<file path="config.mk">
export PLATFORM = sky130hd
export DESIGN_NAME = instr_fetch
export DESIGN_NICKNAME = d
export VERILOG_FILES = /design/src/rtl/instr_fetch.sv
export SDC_FILE = /design/constraint.sdc
export NUM_CORES = 1
export LEC_CHECK = 0
export ABC_AREA = 1
export CAP_MARGIN = 20
export CORE_AREA = 2 2 67 69
export CTS_CLUSTER_DIAMETER = 80
export CTS_CLUSTER_SIZE = 12
export DETAILED_ROUTE_END_ITERATION = 8
export DIE_AREA = 0 0 69 71
export GPL_TIMING_DRIVEN = 1
export MAX_ROUTING_LAYER = met4
export PLACE_DENSITY_LB_ADDON = 0.15
export RECOVER_POWER = 50
export SLEW_MARGIN = 25
export SYNTH_ARGS = -nofsm -noshare
export SYNTH_HDL_FRONTEND = slang
export SYNTH_SLANG_ARGS = --single-unit
</file>
<file path="constraint.sdc">
create_clock -name clk -period 1.6 [get_ports clk]
set_input_delay 0.32 -clock clk [delete_from_list [all_inputs] [get_ports clk]]
set_output_delay 0.32 -clock clk [all_outputs]
set_load 0.01 [all_outputs]
</file>
<file path="src/rtl/instr_fetch.sv">
`default_nettype none
// ============================================================================
// Module      : instr_fetch
// Description : Instruction fetch stage. It owns the PC, issues synchronous
//               RAM reads and presents the registered IR word to the controller.
// Revision    : 1.0 - initial release
// ============================================================================
module instr_fetch #(
    parameter int ADDR_W = 8,
    parameter int IR_W   = 16
) (
    input  logic              clk,
    input  logic              rstn,
    input  logic              fetch_req,
    input  logic              jump,
    input  logic              jz,
    input  logic              z,
    input  logic [ADDR_W-1:0] br_addr,
    output logic              imem_en,
    output logic [ADDR_W-1:0] imem_addr,
    input  logic [IR_W-1:0]   imem_rdata,
    output logic [IR_W-1:0]   IR,
    output logic              ir_valid,
    output logic              busy,
    output logic [ADDR_W-1:0] pc
);

    localparam logic [1:0] c_idle    = 2'd0;
    localparam logic [1:0] c_issue   = 2'd1;
    localparam logic [1:0] c_capture = 2'd2;

    localparam logic [ADDR_W-1:0] c_pc_one = {{(ADDR_W-1){1'b0}}, 1'b1};

    logic [1:0]        r_state;
    logic [ADDR_W-1:0] r_pc;
    logic [IR_W-1:0]   r_ir;
    logic              r_ir_valid;
    logic              w_redirect;

    assign w_redirect = jump | (jz & z);

    always_ff @(posedge clk) begin
        if (!rstn) begin
            r_state    <= c_idle;
            r_pc       <= '0;
            r_ir       <= '0;
            r_ir_valid <= 1'b0;
        end else begin
            r_ir_valid <= 1'b0;
            case (r_state)
                c_idle: begin
                    // Redirect and fetch may coincide; ISSUE then reads the new PC.
                    if (w_redirect) begin
                        r_pc <= br_addr;
                    end
                    if (fetch_req) begin
                        r_state <= c_issue;
                    end
                end
                c_issue: begin
                    r_state <= c_capture;
                end
                c_capture: begin
                    r_ir       <= imem_rdata;
                    r_pc       <= r_pc + c_pc_one;
                    r_ir_valid <= 1'b1;
                    r_state    <= c_idle;
                end
                default: begin
                    r_state <= c_idle;
                end
            endcase
        end
    end

    assign imem_en   = (r_state == c_issue);
    assign imem_addr = r_pc;
    assign busy      = (r_state != c_idle);
    assign IR        = r_ir;
    assign ir_valid  = r_ir_valid;
    assign pc        = r_pc;

endmodule
`default_nettype wire

</file>
# Word-level counts from Yosys, hierarchy flattened
# Cells that the tools add are included.
# word_totals
reg_bits	27
in_bits	30
output_inout_bits	35
elab_cells	20
# op_classes
addsub	1
n_eq_ne	4
mux	5
n_bitwise	2
n_reduce_logical	4
# op_table
operator	count
one-hot mux 8 bit (2 select lines)	1
adder 8 x 1 -> 8 bit, second input constant	1
two-way mux 8 bit	1
inequality test 2 bit, second input constant	2
one-hot mux 2 bit (2 select lines)	1
nonzero test 2 bit	2
equality test 2 x 1 -> 1 bit, second input constant	1
equality test 2 bit, second input constant	1
logical NOT 2 bit	1
two-way mux 2 bit	1
AND reduction 2 bit	1
bitwise AND 1 bit	1
two-way mux 1 bit	1
bitwise OR 1 bit	1

# Longest topological paths before layout
# Gate-level depths: netlist (run 1).
# logic_depth
ltp_word	4
depth_mapped	8
ltp_nobuf	7

# Worst setup path before layout (run 1)
# Ideal clock, no wire load.
# synth_timing
path_kind	register to register
startpoint	reg r_pc[0] (netlist: imem_addr[0])
endpoint	reg r_pc[6] (netlist: imem_addr[6])
setup_time_ns	0.118
t_arrival_ns	1.083
t_required_ns	1.482
path_slack_ns	0.399
stages_incl_launch_ff	7
path_buffers	0
period_less_slack_ns	1.201
cell_sequence	dfxtp_1 -> ha_1 -> nand3_1 -> o21ai_0 -> nand3_1 -> nand2_1 -> a21oi_1
# synth_between
elab_chain_cells	2
# synth_rtl
element	line	rtl
start, declared	35	logic [ADDR_W-1:0] r_pc;
start signal, assigned	54	r_pc <= br_addr;
start signal, assigned	65	r_pc <= r_pc + c_pc_one;
adder 8 x 1 -> 8 bit	65	
one-hot mux 8 bit (2 select lines)	50	case (r_state)
# Every way passes these cells.
# A chain may end at the register's enable or synchronous reset.

# Final worst setup path (run 1)
# layout_timing
startpoint	reg r_ir[3] (netlist: IR[3])
endpoint	out IR[3]
# layout_rtl
element	line	rtl
start, declared	36	logic [IR_W-1:0] r_ir;
start signal, assigned	64	r_ir <= imem_rdata;
end, declared	22	output logic [IR_W-1:0] IR,
# No word-level cell between the ends.

==> results of run 1 <==
## through the flow
stage               util [%]  cells  power (mW)  setup WS [ns]
CTS                    45.42    282       1.521       0.001994
detailed placement     44.20    278       1.122        0.09840
global route           45.12    282       1.576        0.01668
global placement       44.20    278       1.121         0.1236
finish                 45.12    282       1.481        0.07173
floorplan                  -    174      0.9248         0.3994
## synthesized netlist by cell type
master | n | area share [%]
a21oi_1 | 6 | 2.5
buf_2 | 3 | 1.2
buf_4 | 9 | 5.5
buf_6 | 1 | 0.92
clkbuf_1 | 2 | 0.62
dfxtp_1 | 27 | 44
ha_1 | 1 | 1.0
inv_1 | 7 | 2.2
inv_2 | 3 | 0.92
nand2_1 | 26 | 8.0
nand2_2 | 1 | 0.51
nand3_1 | 9 | 3.7
nor2_1 | 50 | 15
nor2_4 | 1 | 0.92
nor3_1 | 2 | 0.82
o211a_1 | 1 | 0.82
o21a_1 | 1 | 0.62
o21ai_0 | 21 | 8.6
o21ai_1 | 2 | 0.82
o22ai_1 | 1 | 0.51
## timing repair
action / in CTS / in global routing
hold endpoints to repair: 0 / 0
cloned: 0 / 0
endpoints found under the setup margin: 12 / 8
resized for setup: 8 / 4
## cell type report
type / count / area, µm²
Tap cell: 52 / 65.06
Multi-Input combinational cell: 122 / 536.8
Clock inverter: 1 / 5.005
Sequential cell: 27 / 553.0
Fill cell: 438 / 2307
Timing Repair Buffer: 67 / 658.1
Clock buffer: 3 / 41.29
Inverter: 10 / 37.54
## sequential cells by signal, summed over array words and instances, names as in the netlist
register / cells
imem_addr: 8
IR: 16
r_state: 2
ir_valid: 1
## cell families after synthesis
family / share of synthesized area (%)
AO/OA/AOI/OAI: 13.86
buffers and inverters: 11.40
flip-flops: 44.35
AND/OR/NAND/NOR: 29.36
adder cells (fa/ha/maj): 1.027
## layer usage
layer / track usage, % / wire [µm] / up-vias
li1: - / - / 657
met4: 3.922 / 17 / 0
met5: - / 0 / -
met2: 21.47 / 1479 / 45
met3: 3.846 / 215 / 2
met1: 16.97 / 1469 / 547
## where the power goes
| group | total, mW | leakage [nW] | switching (mW) | internal, mW |
|---|---|---|---|---|
| combinational | 0.340 | 0.536 | 0.142 | 0.198 |
| clock | 0.384 | 0.0255 | 0.210 | 0.174 |
| sequential | 0.757 | 0.224 | 0.0396 | 0.717 |
## cell usage in the layout (no fill, tap or decap), types with 3 or more instances in the layout
master,count
a21oi_1,6
clkbuf_8,3
clkdlybuf4s50_1,58
dfxtp_1,19
dfxtp_2,7
dlygate4sd3_1,4
inv_1,8
nand2_1,27
nand3_1,9
nor2_1,50
o21ai_0,21
## worst paths after layout
| check | startpoint | cells after the start | endpoint | slack (ns) |
|---|---|---|---|---|
| worst max-delay path | IR[3] | 1 | IR[3] | 0.07 |
| worst max register to register | r_state[1] | 5 | imem_addr[1] | 0.27 |
| worst min register to register | imem_addr[7] | 2 | imem_addr[7] | 0.50 |
| worst min-delay path | imem_addr[7] | 2 | imem_addr[7] | 0.50 |
==> impl_metrics.env, run 1 <==
export IMPL_cts_setup_buffers=0
export IMPL_status="completed"
export IMPL_maxSlewHeadroom_pct=71.81
export IMPL_die_w_um=69
export IMPL_crit_path_start_kind="register"
export IMPL_max_freq_mhz=654.3
export IMPL_h_tree_depth=1
export IMPL_cp_slowest_cell="dlygate4sd3_1"
export IMPL_crit_family="buffers and inverters"
export IMPL_dr_pass1_iters=4
export IMPL_tritoncts="yes"
export IMPL_power_density_nw_per_um2=780.7
export IMPL_synth_fp_nets=205
export IMPL_synth_cell_types=20
export IMPL_place_congestion=0.7937
export IMPL_finalHoldViolations=0
export IMPL_holdWs_ns=0.5045
export IMPL_cts_buffers=3
export IMPL_cts_sinks=27
export IMPL_fin_crit_sh_pct=95.52
export IMPL_core_area_um2=4204
export IMPL_skew_ns=0.001119
export IMPL_cp_data_required_time_ns=1.28
export IMPL_worst_pin_slew_ns=0.4228
export IMPL_yosysWarnings=0
export IMPL_drive_gt1_share_pct=7.826
export IMPL_first_global_vias=1158
export IMPL_ys_seq_area_share_pct=44.35
export IMPL_path_buf_inv=1
export IMPL_fin_tns_setup_ns=0
export IMPL_ir_worst_vdd_mv=0.3935
export IMPL_die_h_um=71
export IMPL_initial_core_util_pct=28.99
export IMPL_routed_wl_mm=3.182
export IMPL_hold_class="register to register"
export IMPL_cts_buffer_depth=2
export IMPL_track_usage_pct=13.58
export IMPL_nets=262
export IMPL_worst_path_max_fanout=2
export IMPL_grt_max_degree=24
export IMPL_placed_cell_area_um2=1858
export IMPL_overflow=0
export IMPL_dp_hpwl_mm=2.248
export IMPL_path_cells="dlygate4sd3_1"
export IMPL_grt_pass1_wl_mm=5.278
export IMPL_area_growth_pct=55.65
export IMPL_end_kind="output pin"
export IMPL_pin_count=65
export IMPL_viasPerCell=4.436
export IMPL_insertion_delay_ns=0.27
export IMPL_antenna_left=0
export IMPL_drt_iter0_drc=89
export IMPL_crit_path_max_incr_delay_ns=0.61
export IMPL_finalInstanceArea_um2=1897
export IMPL_clkTransAtPathRegs_ns=0.09
export IMPL_rows=24
export IMPL_worstSetupPathType="register to output pin"
export IMPL_cts_hold_buffers_added=0
export IMPL_ys_ff_latch=27
export IMPL_die_area_um2=4899
export IMPL_cts_root_buf="clkbuf_8"
export IMPL_postSynthCellCount=174
export IMPL_vias=1251
export IMPL_synth_cell_area_um2=1219
export IMPL_drc=0
export IMPL_antennaDiodeCount=0
export IMPL_fin_crit_ns=1.528
export IMPL_critical_path_arrival_ns=1.21
export IMPL_setup_viol_count_final=0
export IMPL_power_leakage_nw=0.7855
export IMPL_final_max_slew_viol_count=0
export IMPL_avgSynthCellArea_um2=7.004
export IMPL_cap_violations=0
export IMPL_antenna_found_initial=0
export IMPL_rsz0062_at_grt="no"
export IMPL_io_buffers=64
export IMPL_wl_per_cell_um=11.28
Power figures use the tool's default switching activity.
==> run 2, diff against run 1 <==
--- a/config.mk
+++ b/config.mk
@@ -9,7 +9,7 @@
 export CAP_MARGIN = 20
 export CORE_AREA = 2 2 67 69
 export CTS_CLUSTER_DIAMETER = 80
-export CTS_CLUSTER_SIZE = 12
+export CTS_CLUSTER_SIZE = 16
 export DETAILED_ROUTE_END_ITERATION = 8
 export DIE_AREA = 0 0 69 71
 export GPL_TIMING_DRIVEN = 1
==> results of run 2 <==
No change in the layout: final DEF, timing and power equal those of run 1.
